$ cat config.mk
export PLATFORM = sky130hd
export DESIGN_NAME = key_scan_encoder
export DESIGN_NICKNAME = d
export VERILOG_FILES = /design/src/rtl/key_scan_encoder.sv
export SDC_FILE = /design/constraint.sdc
export NUM_CORES = 1
export LEC_CHECK = 0
export BUFFER_PORTS_ARGS = -buffer_cell sky130_fd_sc_hd__buf_2
export CAP_MARGIN = 30
export CORE_ASPECT_RATIO = 0.75
export CORE_UTILIZATION = 30
export DETAILED_ROUTE_END_ITERATION = 6
export SLEW_MARGIN = 5
export SYNTH_ARGS = -nofsm -noshare
export SYNTH_HDL_FRONTEND = slang
export SYNTH_SLANG_ARGS = --single-unit
export TNS_END_PERCENT = 10
$ cat constraint.sdc
create_clock -name CLOCK_50 -period 4.5 [get_ports CLOCK_50]
set_input_delay 0 -clock CLOCK_50 [delete_from_list [all_inputs] [get_ports CLOCK_50]]
set_output_delay 0 -clock CLOCK_50 [all_outputs]
set_load 0.03 [all_outputs]
$ cat src/rtl/key_scan_encoder.sv
// Key-matrix change encoder: reports key make/break events as PS/2-style serial frames
// (make = scan code, break = F0 followed by scan code).
module key_scan_encoder #(
  parameter int unsigned HALF_BIT = 1667
) (
  input  logic       CLOCK_50,
  input  logic       RESET_N,
  input  logic [7:0] teclas,
  output logic       ps2_clk,
  output logic       ps2_dat,
  output logic [7:0] CODEWORD,
  output logic       busy
);

  localparam int unsigned CW = $clog2(2 * HALF_BIT);
  localparam logic [CW-1:0] HalfMark = CW'(HALF_BIT);
  localparam logic [CW-1:0] PerLast  = CW'(2 * HALF_BIT - 1);
  // Between F0 and code the gap is shortened by the LOAD and SHIFT-entry cycles,
  // so the lines still stay high for exactly one bit period.
  localparam logic [CW-1:0] GapPfx   = CW'(2 * HALF_BIT - 3);

  typedef enum logic [1:0] {StIdle, StLoad, StShift, StGap} state_e;

  state_e        state;
  logic [7:0]    sync_meta, sync, reported, diff;
  logic [2:0]    idx, low_idx;
  logic          make, pfx_sent, pfx_now;
  logic [CW-1:0] cnt;
  logic [3:0]    bit_cnt;
  logic [10:0]   frame;

  function automatic logic [7:0] scan_code(input logic [2:0] k);
    case (k)
      3'd0:    scan_code = 8'h1C;
      3'd1:    scan_code = 8'h1B;
      3'd2:    scan_code = 8'h23;
      3'd3:    scan_code = 8'h2B;
      3'd4:    scan_code = 8'h34;
      3'd5:    scan_code = 8'h33;
      3'd6:    scan_code = 8'h3B;
      default: scan_code = 8'h42;
    endcase
  endfunction

  always_comb begin
    diff    = sync ^ reported;
    low_idx = '0;
    for (int i = 7; i >= 0; i--) begin
      if (diff[i]) low_idx = 3'(i);
    end
    frame   = {1'b1, ~^CODEWORD, CODEWORD, 1'b0};
    pfx_now = ~make & ~pfx_sent;
  end

  always_ff @(posedge CLOCK_50 or negedge RESET_N) begin
    if (!RESET_N) begin
      state     <= StIdle;
      sync_meta <= '0;
      sync      <= '0;
      reported  <= '0;
      idx       <= '0;
      make      <= 1'b0;
      pfx_sent  <= 1'b0;
      cnt       <= '0;
      bit_cnt   <= '0;
      CODEWORD  <= '0;
      ps2_clk   <= 1'b1;
      ps2_dat   <= 1'b1;
      busy      <= 1'b0;
    end else begin
      sync_meta <= teclas;
      sync      <= sync_meta;
      unique case (state)
        StIdle: begin
          if (diff != '0) begin
            idx   <= low_idx;
            make  <= sync[low_idx];
            state <= StLoad;
          end
        end
        StLoad: begin
          // A key that already returned to its reported state is a net non-change;
          // drop it before any frame starts. The second frame of a break is never dropped.
          if (!pfx_sent && (sync[idx] != make)) begin
            state <= StIdle;
          end else begin
            CODEWORD <= pfx_now ? 8'hF0 : scan_code(idx);
            bit_cnt  <= '0;
            cnt      <= '0;
            state    <= StShift;
          end
        end
        StShift: begin
          if (cnt == '0) begin
            ps2_clk <= 1'b1;
            if (bit_cnt == 4'd11) begin
              ps2_dat <= 1'b1;
              state   <= StGap;
            end else begin
              ps2_dat <= frame[bit_cnt];
              busy    <= 1'b1;
              cnt     <= cnt + 1'b1;
            end
          end else if (cnt == PerLast) begin
            cnt     <= '0;
            bit_cnt <= bit_cnt + 1'b1;
          end else begin
            if (cnt == HalfMark) ps2_clk <= 1'b0;
            cnt <= cnt + 1'b1;
          end
        end
        StGap: begin
          if (pfx_now && (cnt == GapPfx)) begin
            pfx_sent <= 1'b1;
            state    <= StLoad;
          end else if (!pfx_now && (cnt == PerLast)) begin
            reported[idx] <= make;
            pfx_sent      <= 1'b0;
            busy          <= 1'b0;
            state         <= StIdle;
          end else begin
            cnt <= cnt + 1'b1;
          end
        end
        default: state <= StIdle;
      endcase
    end
  end

endmodule

== After elaboration in Yosys (flattened, before gate mapping) ==
Index checks and enable logic that the tools add are counted.
Widths: inputs -> output; s select.

* Register bits: 58
* Input bits: 10
* Output and inout bits: 11
* Word-level logic and storage cells: 125

* $add $sub $neg: 2
* Order comparisons: 4
* Eq/ne operators: 27
* Mux-type cells: 47
* Bitwise gates (word level): 6
* Reduce and logical (&&, ||, !) cells: 26

{| class="wikitable"
|+ Operators by type and width
! kind !! number
|-
| $mux 12 || 6
|-
| $pmux 7 s7 || 1
|-
| $pmux 12 s3 || 1
|-
| $eq 12x12->1 const B || 2
|-
| $mux 3 || 8
|-
| $ne 2x2->1 const B || 11
|-
| $mux 1 || 13
|-
| $add 12x1->12 const B || 1
|-
| $eq 12x11->1 const B || 1
|-
| $logic_not 12->1 || 1
|-
| $mux 2 || 6
|-
| $mux 4 || 3
|-
| $reduce_and 5->1 || 2
|-
| $eq 3x3->1 const B || 3
|-
| $bwmux 8 || 1
|-
| $lt 3x4->1 const B || 2
|-
| $mux 8 || 1
|-
| $pmux 2 s4 || 1
|-
| $pmux 4 s2 || 1
|-
| $reduce_and 2->1 || 4
|-
| $reduce_and 4->1 || 2
|-
| $reduce_bool 2->1 || 4
|-
| $reduce_bool 8->1 || 1
|-
| $reduce_xnor 8->1 || 1
|-
| 23 further kinds || 35
|}

== Depth between registers and ports, before layout ==
Gate-level depths: netlist (run 1).

* Word-level depth: 11
* Gate-level depth with buffers: 8
* Mapped depth without buffers: 7

== Least setup slack after synthesis (run 1) ==
OpenSTA, ideal clock, no wires.

* Kind: reg-to-reg
* Start: register cnt[4]
* End: register reported[3]
* Library setup time: 0.125 ns
* Data arrival time: 2.047 ns
* Required time: 4.375 ns
* Path slack: 2.327 ns
* Stages on the path, launching flop included: 7
* Buffers on the path: 1
* Period minus slack after synthesis: 2.173 ns
* Cells stage by stage: dfrtp_1 > or3_1 > buf_6 > or4_4 > nor3_4 > nand3_1 > mux2_4

* Cells in the longest elaborated chain, start to end: 4
* Elaborated cells on any way between the ends: 6
* Those cells by class: eq/ne (2); bitwise (1); reduce/logical (3)

{| class="wikitable"
|+ RTL lines
! element !! line !! RTL
|-
| start: declaration || 28 || <nowiki>logic [CW-1:0] cnt;</nowiki>
|-
| start signal: assignment || 102 || <nowiki>cnt <= cnt + 1'b1;</nowiki>
|-
| start signal: assignment || 109 || <nowiki>cnt <= cnt + 1'b1;</nowiki>
|-
| start signal: assignment || 122 || <nowiki>cnt <= cnt + 1'b1;</nowiki>
|-
| $eq 12x12->1 || 113 || <nowiki>if (pfx_now && (cnt == GapPfx)) begin</nowiki>
|-
| $logic_and 1x1->1 || 113 ||
|-
| $not 1->1 (no source line) || -- ||
|-
| $reduce_and 3->1 (no source line) (*) || -- ||
|-
| end signal: indexed assignment || 117 || <nowiki>reported[idx] <= make;</nowiki>
|-
| end: declaration || 25 || <nowiki>logic [7:0] sync_meta, sync, reported, diff;</nowiki>
|}

Every way passes the cells marked *; elsewhere a longest branch is shown, timed or not.
A chain may end at the register's enable or synchronous reset.

== Worst setup path after layout (run 1) ==
* Start: register cnt[0]
* End: register cnt[10]

* Cells in the longest elaborated chain, start to end: 4
* Elaborated cells on any way between the ends: 16
* Those cells by class: add/sub (1); eq/ne (5); mux (6); reduce/logical (4)

{| class="wikitable"
|+ RTL lines
! element !! line !! RTL
|-
| $add 12x1->12, or another cell as far along || 102, 109, 122 ||
|-
| $mux 12, or another cell as far along || 116 || <nowiki>end else if (!pfx_now && (cnt == PerLast)) begin</nowiki>
|-
| $mux 12, or another cell as far along || 113 ||
|-
| $pmux 12 s3 or $reduce_and 5->1 (tied branches) || -- ||
|}

Several ways; a longest one is shown, not always the timed one. The select of a mux whose other input is x is not followed.

==> impl_metrics.tcl, run 1 <==
set metrics [dict create \
    rsz0062_at_grt "no" \
    grt_max_degree 59 \
    clock_latency_ps 340 \
    vias 2557 \
    rows 32 \
    synth_fa_ha_area_frac 0.0188 \
    route.detailed.drc 0 \
    path_cells "inv_1, ha_1, or4b_2, nor4_2, mux2i_1, a31oi_1, a31oi_1" \
    cts_tree "yes" \
    worst_path_largest_cell_delay_ps 650 \
    routed_wl_um 7280 \
    gr-max-usage-layer "met1" \
    p_leak_nw 1.61 \
    critPathKind "reg -> reg" \
    synth-edff-count 0 \
    postRouteAntennaNets 0 \
    gp_congestion 0.839 \
    cts_htree_levels 3 \
    synth-xor-area-share 0.0547 \
    synthesis.area_um2 3200 \
    start_kind "register" \
    synthMuxAreaShare 0.0738 \
    fin_skew_ps 6.86 \
    critPathTopFamily "simple AND/OR/NAND/NOR gates" \
    avgSynthCellArea_um2 10.2 \
    cellPowerDensity_nw_per_um2 626 \
    seq_area_frac_synth 0.454 \
    irDropWorstVdd_mv 0.193 \
    postPlaceCellArea_um2 3410 \
    drv_cap 0 \
    synth_compound_area_frac 0.179 \
    antenna_found_initial 0 \
    critPathRequiredTime_ps 4710 \
    drtIter0Drc 266 \
    synth-seq-cells 58 \
    worstPathArrival_ps 2840 \
    die_h_um 91.5 \
    grt_use_met1 0.207 \
    clock-sinks 58 \
    crit_top_cell "a31oi_1" \
    relSlewSlack 0.407 \
    synthToLayoutAreaGrowth_pct 20.4 \
    worst_slew_pin_slew_ps 864 \
    synth_top_family_by_area "simple AND/OR/NAND/NOR gates" \
    hold_class "in -> reg" \
    core-area_um2 10300 \
    met3_usage 0.0452 \
    grt_overflow 0 \
    min_period_ps 2630 \
    ys_types 55 \
    syn_inst 313 \
    drtPass1Iterations 5 \
    cp_slowest_cell "or4b_2" \
    drive_gt1_frac 0.174 \
    final_cells 481 \
    globalRouteTotalUtil 0.145 \
    stdcell_area_um2 3850 \
    ys.flop_type "dfrtp_1" \
    async_flop_share 1.00 \
    cts_made_buffers 9 \
    cts-root-buf "clkbuf_16" \
    ys_warn_count 0 \
    period_share 0.585 \
    post-cts-setup-buffers 0 \
    cts_buffer_depth 2 \
    grt_pass1_wl_um 12200 \
    status "complete, no violations" \
    grtUsageMet2 0.196 \
    power.total_w 0.00241 \
    antennaDiodeCount 0 \
    synth_fp_nets 327 \
    viasPerCell 5.32 \
    setup_viol 0 \
    num-nets-final 354 \
    cp_max_fo 10 \
    fmax_mhz 380 \
    yosys.area_share.simple 0.187 \
    worstSetupPathDepth 7 \
    dp.cells 456 \
    setup_tns_ps 0 \
    dp_hpwl_um 4950 \
    fillers 1060 \
    worstHoldPathCells 2 \
    hold_viol 0 \
    final_max_slew_viol_count 0 \
    initial_core_util 0.310 \
    wire_per_inst_um 15.1 \
    worst-path-buf-inv 1 \
    dieArea_um2 11100 \
    die_w_um 121 \
    clk_pin_slew_ps 50 \
    portBuffers 20 \
    rr_worst_depth 7 \
    ctsResizeCount 0 \
    grt_pass1_vias 2382 \
    endpoint_kind "register" \
    num_io_pins 21 \
]
## logic make-up after synthesis
family	Yosys count
adders and majority gates	5
muxes	20
buffers and inverters	24
and+or+nand+nor	101
xor gates and xnor gates	20
AOI/OAI and AO/OA	85
DFF	58
## repair_timing
item,in CTS,in global routing
endpoints found under the hold margin,64,0
setup endpoints to repair,0,0
hold buffers,9,0
## state kept, by name (all words and copies together), names as in the netlist, 3 cells and up, named ones only
register / count
cnt: 12
bit_cnt: 4
CODEWORD: 8
sync_meta: 8
reported: 8
idx: 3
sync: 8
## layout by cell type (no fill, tap or decap), drive strengths merged, types with 4 or more instances in the layout
| master | count |
|---|---|
| nor2b | 9 |
| ha | 4 |
| nor3 | 5 |
| inv | 10 |
| clkbuf | 11 |
| or3 | 4 |
| xnor2 | 17 |
| dlygate4sd3 | 9 |
| nor2 | 15 |
| o31ai | 4 |
| mux2 | 10 |
| buf | 21 |
| a21oi | 14 |
| dfrtp | 56 |
| a21boi | 5 |
| nand4 | 4 |
| mux2i | 9 |
| nand2 | 20 |
| nor4 | 12 |
| o21a | 4 |
| and3 | 5 |
| nand3 | 7 |
| a22o | 4 |
| o211ai | 4 |
| o21ai | 16 |
| a31oi | 17 |
## metrics by stage
step	hold WS, ps	utilization	setup WS [ps]
after global routing	293	0.373	1700
after global placement	112	0.330	1940
after CTS	290	0.373	1850
after detailed placement	109	0.330	1870
after floorplan	-296	-	2330
final	301	0.373	1870
## final timing paths
kind / start / end / slack [ps]
setup / recovery: cnt[0]$_DFFE_PN0P_ / cnt[10]$_DFFE_PN0P_ / 1870
hold / removal: teclas[4] / sync_meta[4]$_DFF_PN0_ / 300
setup reg to reg: cnt[0]$_DFFE_PN0P_ / cnt[10]$_DFFE_PN0P_ / 1870
hold reg to reg: sync_meta[3]$_DFF_PN0_ / sync[3]$_DFF_PN0_ / 340
max in group asynchronous: RESET_N / sync[4]$_DFF_PN0_ / 3660
min in group asynchronous: RESET_N / bit_cnt[1]$_DFFE_PN0P_ / 350
## Yosys cell counts, types with 7 or more instances
library cell	count	area share
dfrtp_1	56	0.44
nand2_1	20	0.023
a31oi_1	17	0.033
xnor2_1	17	0.046
nor2_1	15	0.018
a21oi_1	14	0.022
o21ai_0	14	0.022
clkbuf_1	11	0.013
inv_1	10	0.012
mux2i_1	9	0.028
nor2b_1	9	0.018
nor4_1	9	0.018
mux2_2	7	0.025
## per-layer routing
layer  up-vias  wire [µm]
met2        90       3000
met4         0        121
met5         -          0
met1      1235       3690
met3         9        458
li1       1223          -
## where the power goes
group | internal (W) | total, W | switching [W]
Clock | 0.000568 | 0.000809 | 0.000240
Combinational | 0.000318 | 0.000773 | 0.000455
Sequential | 0.000629 | 0.000831 | 0.000202
Total | 0.00152 | 0.00241 | 0.000898
## final cells by class
cell class | count | area [µm²] | area share
Clock buffer | 11 | 253 | 0.0656
Multi-Input combinational cell | 231 | 1640 | 0.426
Tap cell | 136 | 170 | 0.0441
Inverter | 10 | 37.5 | 0.00974
Clock inverter | 5 | 100 | 0.0260
Sequential cell | 58 | 1450 | 0.377
Timing Repair Buffer | 30 | 198 | 0.0513
No activity file was read; power rests on OpenSTA's default activity.
==> inputs of run 2 (changes only) <==
Clock period 4.5 ns to 2.38 ns, I/O delays scaled along.
==> impl_metrics.tcl, run 2 (synthesis results as in run 1) <==
set metrics [dict create \
    status "complete, no violations" \
    path_cells "or3_1, buf_4, or3_1, nor4_1, a31oi_1, mux2i_1" \
    grt_max_degree 28 \
    cts_made_buffers 9 \
    met3_usage 0.0477 \
    grt_overflow 0 \
    critPathTopFamily "simple AND/OR/NAND/NOR gates" \
    portBuffers 20 \
    layout_commonest_cell "dfrtp_1" \
    cts_buffer_depth 2 \
    drv_cap 0 \
    start_kind "register" \
    num-nets-final 377 \
    cp_max_fo 6 \
    core-area_um2 10300 \
    critPathKind "reg -> reg" \
    hold_class "in -> async" \
    fin_skew_ps 9.37 \
    cp-endpoint "cnt[1]$_DFFE_PN0P_" \
    grtUsageMet2 0.214 \
    gp_congestion 0.850 \
    hold_viol 0 \
    grt_pass1_wl_um 12700 \
    initial_core_util 0.310 \
    crit_top_cell "or3_1" \
    rr_worst_depth 6 \
    dieArea_um2 11100 \
    critPathRequiredTime_ps 2580 \
    grt_pass1_vias 2556 \
    irDropWorstVdd_mv 0.387 \
    cp_slowest_cell "dfrtp_1" \
    cellPowerDensity_nw_per_um2 1130 \
    gr-max-usage-layer "met2" \
    reg2reg_to "cnt[1]$_DFFE_PN0P_" \
    worst_slew_pin_slew_ps 826 \
    mostFrequentLayoutCells "dfrtp_1 (56), buf_4 (24), buf_2 (20)" \
    rsz0062_at_grt "no" \
    die_w_um 121 \
    fmax_mhz 440 \
    setup.worst_path.start "cnt[6]$_DFFE_PN0P_" \
    wire_per_inst_um 14.7 \
    clock-sinks 58 \
    antennaDiodeCount 0 \
    top_register "cnt" \
    largest_reg_flops 12 \
    cts-root-buf "clkbuf_16" \
    antenna_found_initial 0 \
    vias 2581 \
    worst-path-buf-inv 1 \
    route.detailed.drc 0 \
    min_period_ps 2270 \
    rows 32 \
    postRouteAntennaNets 0 \
    p_leak_nw 1.70 \
    num_io_pins 21 \
    period_share 0.954 \
    viasPerCell 5.12 \
    grt_use_met1 0.201 \
    routed_wl_um 7400 \
    reg2reg_from "cnt[6]$_DFFE_PN0P_" \
    synthToLayoutAreaGrowth_pct 25.1 \
    worstSetupPathDepth 6 \
    cts_tree "yes" \
    relSlewSlack 0.449 \
    worstPathArrival_ps 2470 \
    regToRegSetupSlack_ps 110 \
    timing.final.ws_setup_ps 109 \
    globalRouteTotalUtil 0.149 \
    drtIter0Drc 246 \
    clk_pin_slew_ps 50 \
    hold_ws_ps 244 \
    fin_util 0.388 \
    dp_hpwl_um 5220 \
    drive_gt1_frac 0.226 \
    die_h_um 91.5 \
    drtPass1Iterations 4 \
    endpoint_kind "register" \
    worst_path_largest_cell_delay_ps 430 \
    cts_htree_levels 3 \
    clock_latency_ps 330 \
    post-place-ws_ps -115 \
    setup_viol 0 \
    final_max_slew_viol_count 0 \
]
==> run 2: metal layers <==
layer  routed length [µm]  part of all wire
met1                 3690              0.50
met2                 3150              0.43
met3                  426             0.058
met4                  132             0.018
met5                    0                 0
==> run 2: power by group <==
group	leakage (nW)	switching (W)	total [W]	internal, W
Sequential	0.718	0.000309	0.00150	0.00119
Clock	0.147	0.000426	0.00129	0.000865
Combinational	0.840	0.000985	0.00172	0.000738
Total	1.70	0.00172	0.00451	0.00279
==> run 2: per-stage QoR <==
| stage | cell area, µm² | setup TNS, ps | std cells | power [W] |
|---|---|---|---|---|
| 2_1_floorplan | 3200 | 0 | 313 | 0.00269 |
| 6_report | 4010 | 0 | 504 | 0.00451 |
| 5_1_grt | 4010 | 0 | 504 | 0.00483 |
| 3_3_place_gp | 3580 | 0 | 479 | 0.00315 |
| 3_5_place_dp | 3580 | -892 | 479 | 0.00319 |
| 4_1_cts | 3990 | 0 | 504 | 0.00454 |
==> run 2: repair_timing <==
item,CTS,global route
endpoints found under the setup margin,12,11
setup buffers,0,0
gates cloned,0,0
endpoints found under the hold margin,31,0
pin swaps,2,1
hold buffers,9,0
gates resized for setup,3,3
==> run 2: worst reg2reg max path: stages, from the launching register on <==
cell	delay (ps)
dfrtp_1	430
or3_1	430
buf_4	200
or3_1	420
nor4_1	350
a31oi_1	150
mux2i_1	160
==> run 2: layout make-up <==
| cell class | instances | area (µm²) |
|---|---|---|
| well taps | 136 | 170 |
| flip-flops and latches | 58 | 1450 |
| clock buffers | 14 | 264 |
| repair buffers | 53 | 370 |
| inverters | 10 | 37.5 |
| clock inverters | 2 | 35.0 |
| fillers | 1024 | 6320 |
| multi-input cells | 231 | 1680 |
==> run 2: worst min-delay path by stage <==
stage                                         end  slack (ps)  cells after the start
after floorplan           CODEWORD[0]$_DFFE_PN0P_        -300                      0
after global placement         cnt[8]$_DFFE_PN0P_          50                      1
after detailed placement   bit_cnt[0]$_DFFE_PN0P_          70                      1
after CTS                      cnt[2]$_DFFE_PN0P_         250                      2
after global routing          cnt[11]$_DFFE_PN0P_         300                      2
final                          cnt[2]$_DFFE_PN0P_         240                      2
